$ cat src/rtl/shift_register_vd_if.sv
// Bus bundle for the variable-delay shift register: stream in, tap out,
// plus the shift/flush controls and fill status.
interface shift_register_vd_if #(
    parameter int DATAW = 8,
    parameter int DEPTH = 4,
    parameter int SELW  = $clog2(DEPTH + 1)
);
    logic             enable;
    logic             flush;
    logic [SELW-1:0]  delay_sel;
    logic             valid_in;
    logic [DATAW-1:0] data_in;
    logic             valid_out;
    logic [DATAW-1:0] data_out;
    logic             primed;

    // Upstream side: drives the stream and the controls.
    modport master (
        output enable, flush, delay_sel, valid_in, data_in,
        input  valid_out, data_out, primed
    );

    // Shift register side.
    modport slave (
        input  enable, flush, delay_sel, valid_in, data_in,
        output valid_out, data_out, primed
    );
endinterface

$ cat src/rtl/shift_register_vd.sv
// Variable-delay shift register with a valid bit per word.
// Tap 0 is a combinational bypass, tap N reads stage N-1. Only the top
// RESETW data bits carry a reset so the remaining bits can map to SRLs.
module shift_register_vd #(
    parameter int DATAW  = 8,
    parameter int RESETW = 0,
    parameter int DEPTH  = 4,
    parameter int SELW   = $clog2(DEPTH + 1)
) (
    input  logic                clk,
    input  logic                reset,
    shift_register_vd_if.slave  bus
);

    localparam int CNTW = $clog2(DEPTH + 1);
    // Slice widths, forced to 1 when a region is empty so declarations
    // stay legal; the empty region's logic is never generated.
    localparam int HIW  = (RESETW > 0) ? RESETW : 1;
    localparam int LOW  = (RESETW < DATAW) ? (DATAW - RESETW) : 1;

    // Flush dominates enable: a flushing edge never shifts.
    logic shift_en;
    assign shift_en = bus.enable & ~bus.flush;

    logic [DEPTH-1:0] v_q, v_d;
    logic [CNTW-1:0]  cnt_q, cnt_d;

    // Next state of the valid chain and the saturating fill counter.
    always_comb begin
        v_d   = v_q;
        cnt_d = cnt_q;
        if (bus.flush) begin
            v_d   = '0;
            cnt_d = '0;
        end else if (bus.enable) begin
            v_d[0] = bus.valid_in;
            for (int k = 1; k < DEPTH; k++) begin
                v_d[k] = v_q[k-1];
            end
            if (cnt_q != CNTW'(DEPTH)) begin
                cnt_d = cnt_q + 1'b1;
            end
        end
    end

    // Valid bits and fill counter always reset.
    always_ff @(posedge clk or posedge reset) begin
        if (reset) begin
            v_q   <= '0;
            cnt_q <= '0;
        end else begin
            v_q   <= v_d;
            cnt_q <= cnt_d;
        end
    end

    // Reassembled per-stage data word, fed from the two regions below.
    wire [DEPTH-1:0][DATAW-1:0] stg_data;

    generate
        if (RESETW > 0) begin : g_hi
            logic [DEPTH-1:0][HIW-1:0] hi_q, hi_d;

            // Shift of the reset-carrying MSB slice.
            always_comb begin
                hi_d = hi_q;
                if (shift_en) begin
                    hi_d[0] = bus.data_in[DATAW-1 -: HIW];
                    for (int k = 1; k < DEPTH; k++) begin
                        hi_d[k] = hi_q[k-1];
                    end
                end
            end

            // MSB slice registers with asynchronous clear.
            always_ff @(posedge clk or posedge reset) begin
                if (reset) begin
                    hi_q <= '0;
                end else begin
                    hi_q <= hi_d;
                end
            end

            for (genvar k = 0; k < DEPTH; k++) begin : g_hi_map
                assign stg_data[k][DATAW-1 -: HIW] = hi_q[k];
            end
        end

        if (RESETW < DATAW) begin : g_lo
            logic [DEPTH-1:0][LOW-1:0] lo_q, lo_d;

            // Shift of the LSB slice that has no reset.
            always_comb begin
                lo_d = lo_q;
                if (shift_en) begin
                    lo_d[0] = bus.data_in[LOW-1:0];
                    for (int k = 1; k < DEPTH; k++) begin
                        lo_d[k] = lo_q[k-1];
                    end
                end
            end

            // LSB slice registers, reset-free so they can become SRLs.
            always_ff @(posedge clk) begin
                lo_q <= lo_d;
            end

            for (genvar k = 0; k < DEPTH; k++) begin : g_lo_map
                assign stg_data[k][LOW-1:0] = lo_q[k];
            end
        end
    endgenerate

    logic [SELW-1:0]  sel_eff;
    logic             vout;
    logic [DATAW-1:0] dout;

    // Clamp the selected delay to the physical depth.
    always_comb begin
        sel_eff = bus.delay_sel;
        if (bus.delay_sel > SELW'(DEPTH)) begin
            sel_eff = SELW'(DEPTH);
        end
    end

    // Tap mux: tap 0 bypasses the chain, tap N reads stage N-1.
    always_comb begin
        vout = bus.valid_in;
        dout = bus.data_in;
        for (int k = 0; k < DEPTH; k++) begin
            if (sel_eff == SELW'(k + 1)) begin
                vout = v_q[k];
                dout = stg_data[k];
            end
        end
    end

    assign bus.valid_out = vout;
    assign bus.data_out  = dout;
    assign bus.primed    = (cnt_q == CNTW'(DEPTH));

endmodule

$ cat src/flat_wrapper.sv
// flat-port wrapper written by rule: the top's interface ports become plain ports
module shift_register_vd_flat 
#(
    parameter int DATAW  = 8,
    parameter int RESETW = 0,
    parameter int DEPTH  = 4,
    parameter int SELW   = $clog2(DEPTH + 1)
)
  (clk, reset, bus_enable, bus_flush, bus_delay_sel, bus_valid_in, bus_data_in, bus_valid_out, bus_data_out, bus_primed);
  shift_register_vd_if #(.DATAW(DATAW), .DEPTH(DEPTH), .SELW(SELW)) bus_i ();
  input  logic clk;
  input  logic reset;
  input wire logic [$bits(bus_i.enable)-1:0] bus_enable;
  input wire logic [$bits(bus_i.flush)-1:0] bus_flush;
  input wire logic [$bits(bus_i.delay_sel)-1:0] bus_delay_sel;
  input wire logic [$bits(bus_i.valid_in)-1:0] bus_valid_in;
  input wire logic [$bits(bus_i.data_in)-1:0] bus_data_in;
  output wire logic [$bits(bus_i.valid_out)-1:0] bus_valid_out;
  output wire logic [$bits(bus_i.data_out)-1:0] bus_data_out;
  output wire logic [$bits(bus_i.primed)-1:0] bus_primed;
  assign bus_i.enable = bus_enable;
  assign bus_i.flush = bus_flush;
  assign bus_i.delay_sel = bus_delay_sel;
  assign bus_i.valid_in = bus_valid_in;
  assign bus_i.data_in = bus_data_in;
  assign bus_valid_out = bus_i.valid_out;
  assign bus_data_out = bus_i.data_out;
  assign bus_primed = bus_i.primed;
  shift_register_vd #(.DATAW(DATAW), .RESETW(RESETW), .DEPTH(DEPTH), .SELW(SELW)) u_core (.clk(clk), .reset(reset), .bus(bus_i));
endmodule
$ cat config.mk
export PLATFORM = sky130hd
export DESIGN_NAME = shift_register_vd_flat
export DESIGN_NICKNAME = d
export VERILOG_FILES = /design/src/rtl/shift_register_vd_if.sv /design/src/rtl/shift_register_vd.sv /design/src/flat_wrapper.sv
export SDC_FILE = /design/constraint.sdc
export NUM_CORES = 1
export LEC_CHECK = 0
export CAP_MARGIN = 20
export CORE_UTILIZATION = 56
export CTS_CLUSTER_SIZE = 12
export DETAILED_ROUTE_END_ITERATION = 12
export PLACE_DENSITY_LB_ADDON = 0.1
export SYNTH_ARGS = -nofsm -noshare
export SYNTH_HDL_FRONTEND = slang
export SYNTH_SLANG_ARGS = --single-unit
$ cat constraint.sdc
create_clock -name clk -period 2.2 [get_ports clk]
set_clock_uncertainty 0.2 [all_clocks]
set_input_delay 0.22 -clock clk [delete_from_list [all_inputs] [get_ports clk]]
set_output_delay 0.22 -clock clk [all_outputs]
set_load 0.02 [all_outputs]
==> results.toml <==
[detailed_routing]
drc = 0
avgViaCountPerCell = 6.034
firstDrtPassIters = 5
wl_per_cell_um = 16.95
vias = 1068
detail_route.iter0.violations = 41
ant_nets = 0
wl_um = 3000

[layout]
area_growth_pct = 23.79
num-fill-cells = 179
final_common_cell = "edfxtp_1"
stdcell_area_um2 = 1986
nets = 163
mostFrequentLayoutCells = "edfxtp_1, clkdlybuf4s50_1, o22ai_1, dlygate4sd2_1, dfrtp_1"
instances_no_fill = 177
drive_gt1_share_pct = 11.64
diodes = 0
post-route-util_pct = 72.63

[pwr]
pwr-share-clk_pct = 24.8
swShare_pct = 24.07
internal_power_mw = 1.034
p_leak_nw = 0.7638
power-per-cell-area_nw_per_um2 = 685.7
pwr-share-comb_pct = 12.9
p_switching_mw = 0.3277
pwr-share-seq_pct = 62.3
vdd_drop_max_uv = 584.4

[cts]
clkSinkCount = 39
cts_tree = "yes"
cts_buffer_depth = 2
clk_latency_ns = 0.34
htreeDepth = 2
cts-buffers-inserted = 5
root_buffer = "clkbuf_4"
clk_pin_slew_ns = 0.12

[yosys]
synth_top_family_by_area = "compound AO/OA/AOI/OAI gates"
synth.avg_cell_area_um2 = 14.58
yosysSeqAreaShare_pct = 70.83
synth_cell_types = 26
synthMuxAreaShare_pct = 3.120
syn_inst = 110
synth_simple_gate_area_share_pct = 8.502
synth_nets = 128
synth_compound_area_share_pct = 13.65
ys_warn_count = 0
ys_seq_elements = 39
netlist_area_um2 = 1604
synth_fa_ha_area_share_pct = 1.560
post_synth_xor_area_fraction_pct = 0.5460

[grt]
grt_pass1_wl_um = 5043
grt-ovfl-total = 0
gr-usage-all-layers_pct = 21.59
first_global_vias = 1068
grt_start_max_net_pins = 33
antenna_found_initial = 0

[setup_path]
crit_family = "buffers and inverters"
critPathSlowestCell = "clkdlybuf4s50_1"
crit_path_max_incr_delay_ns = 0.49
crit_chain = "clkdlybuf4s50_1, o21ba_2, o22ai_1, o31ai_1, clkdlybuf4s15_1"
critPathKind = "input port to output port"
arrival_ns = 1.70
endpoint_kind = "output port"
start_kind = "input port"
path_max_fanout = 6
critPathRequiredTime_ns = 1.78
path_buf_inv = 2

[sta]
post-route-period-util_pct = 96.43
final-setup-viol-count = 0
tightest_slew_ns = 0.3487
final.min_clock_period_ns = 2.122
tns_ns = 0
hold_viol_final = 0
slew_headroom_pct = 76.68
drv_slew = 0
rsz0062_at_grt = "false"
whs_ns = 0.2567
max_freq_mhz = 471.4

[place]
numPlacedInstances = 168
dp_hpwl_um = 1985
dpl_cell_area_um2 = 1936
place_congestion = 0.7060
numPortBuffers = 25

[hold_path]
min_path_type = "register to register"

[floorplanning]
ios = 26
dieHeight_um = 55.52
rows = 19
core_area_um2 = 2734
die_w_um = 55.52
die_area_um2 = 3082
start_util_pct = 58.67

[job]
cap_viol_max_count = 0

[status]
status = "complete, no violations"
[power by group through the flow]
stage | logic (mW) | registers (mW) | clock network, mW
after floorplan | 0.0968 | 0.860 | 0
after global placement | 0.179 | 0.863 | 0
after detailed placement | 0.185 | 0.865 | 0
after CTS | 0.176 | 0.848 | 0.343
after global routing | 0.191 | 0.852 | 0.374
final | 0.175 | 0.848 | 0.338
[timing repair]
action	CTS	global route
buffers inserted	0	0
endpoints found under the setup margin	9	4
hold endpoints to repair	7	0
gates resized for setup	13	6
pin swaps	0	0
hold buffers	1	0
[worst register-to-register path, delay by kind of cell, from the launching register on]
kind,cells,cell delay (ns)
compound gates,1,0.20
fa+ha+maj,1,0.22
flops,1,0.40
simple gates,1,0.05
mux,1,0.20
buf+inv,1,0.06
[metal layers]
layer | GRT usage, % | wire (um) | vias up
met2 | 32.36 | 1435 | 23
met3 | 5.386 | 101 | 4
li1 | - | - | 501
met4 | 8.929 | 39 | 0
met5 | 0 | 0 | -
met1 | 30.53 | 1423 | 540
[synth_stat cells, drive strengths merged]
cell,n,share of area (%)
a21boi,1,0.70
a21oi,5,1.6
a221oi,4,2.2
a22oi,4,1.9
and2,1,0.39
and3b,1,0.55
and4b,1,0.62
buf,2,0.62
clkbuf,2,0.47
dfrtp,7,11
edfxtp,32,60
ha,2,1.6
inv,3,0.70
mux2i,5,3.1
nand2,5,1.2
nand2b,1,0.39
nand3b,1,0.47
nor2,6,1.4
nor2b,7,2.7
nor3,1,0.31
o21ba,1,0.62
o21bai,1,0.47
o22ai,10,3.9
o31ai,5,2.3
or2b,1,0.47
xnor2,1,0.55
[stage by stage]
stage          power [mW]  setup WS [ns]
2_1_floorplan      0.9567         0.2936
3_3_place_gp        1.042        -0.2568
3_5_place_dp        1.049        -0.2800
4_1_cts             1.368        0.02798
5_1_grt             1.417      0.0004392
6_report            1.362        0.07845
[area by class of cell]
| cell class | instances | area, um^2 | share of cell area, % |
|---|---|---|---|
| clock buffers | 6 | 41.29 | 2.079 |
| flip-flops and latches | 39 | 1136 | 57.22 |
| multi-input cells | 64 | 445.4 | 22.43 |
| repair buffers | 32 | 305.3 | 15.37 |
| well taps | 31 | 38.79 | 1.953 |
| clock inverters | 2 | 7.507 | 0.3781 |
| inverters | 3 | 11.26 | 0.5671 |
[path summary, 6_finish.rpt]
kind,from,to,slack [ns],cells after the start
min,u_core.g_lo.lo_q[1],u_core.g_lo.lo_q[9],0.26,0
max in group asynchronous,reset,u_core.v_q[1],1.12,3
min in group asynchronous,reset,u_core.cnt_q[2],0.46,3
max reg2reg,u_core.cnt_q[0],u_core.cnt_q[1],0.75,5
max,bus_delay_sel[2],bus_data_out[6],0.08,5
min reg2reg,u_core.g_lo.lo_q[1],u_core.g_lo.lo_q[9],0.26,0
[logic make-up (layout without fill, tap and decap cells)]
logic type,Yosys count,in the layout
compound gates,31,31
xor+xnor,1,1
fa+ha+maj,2,2
buf+inv,7,43
flops,39,39
mux,5,5
simple gates,25,25
[state kept, by name (all words and copies together) (netlist names)]
register,count
u_core.g_lo.lo_q,32
u_core.v_q,4
u_core.cnt_q,3
Note: power is estimated with default switching activity, not from simulation.
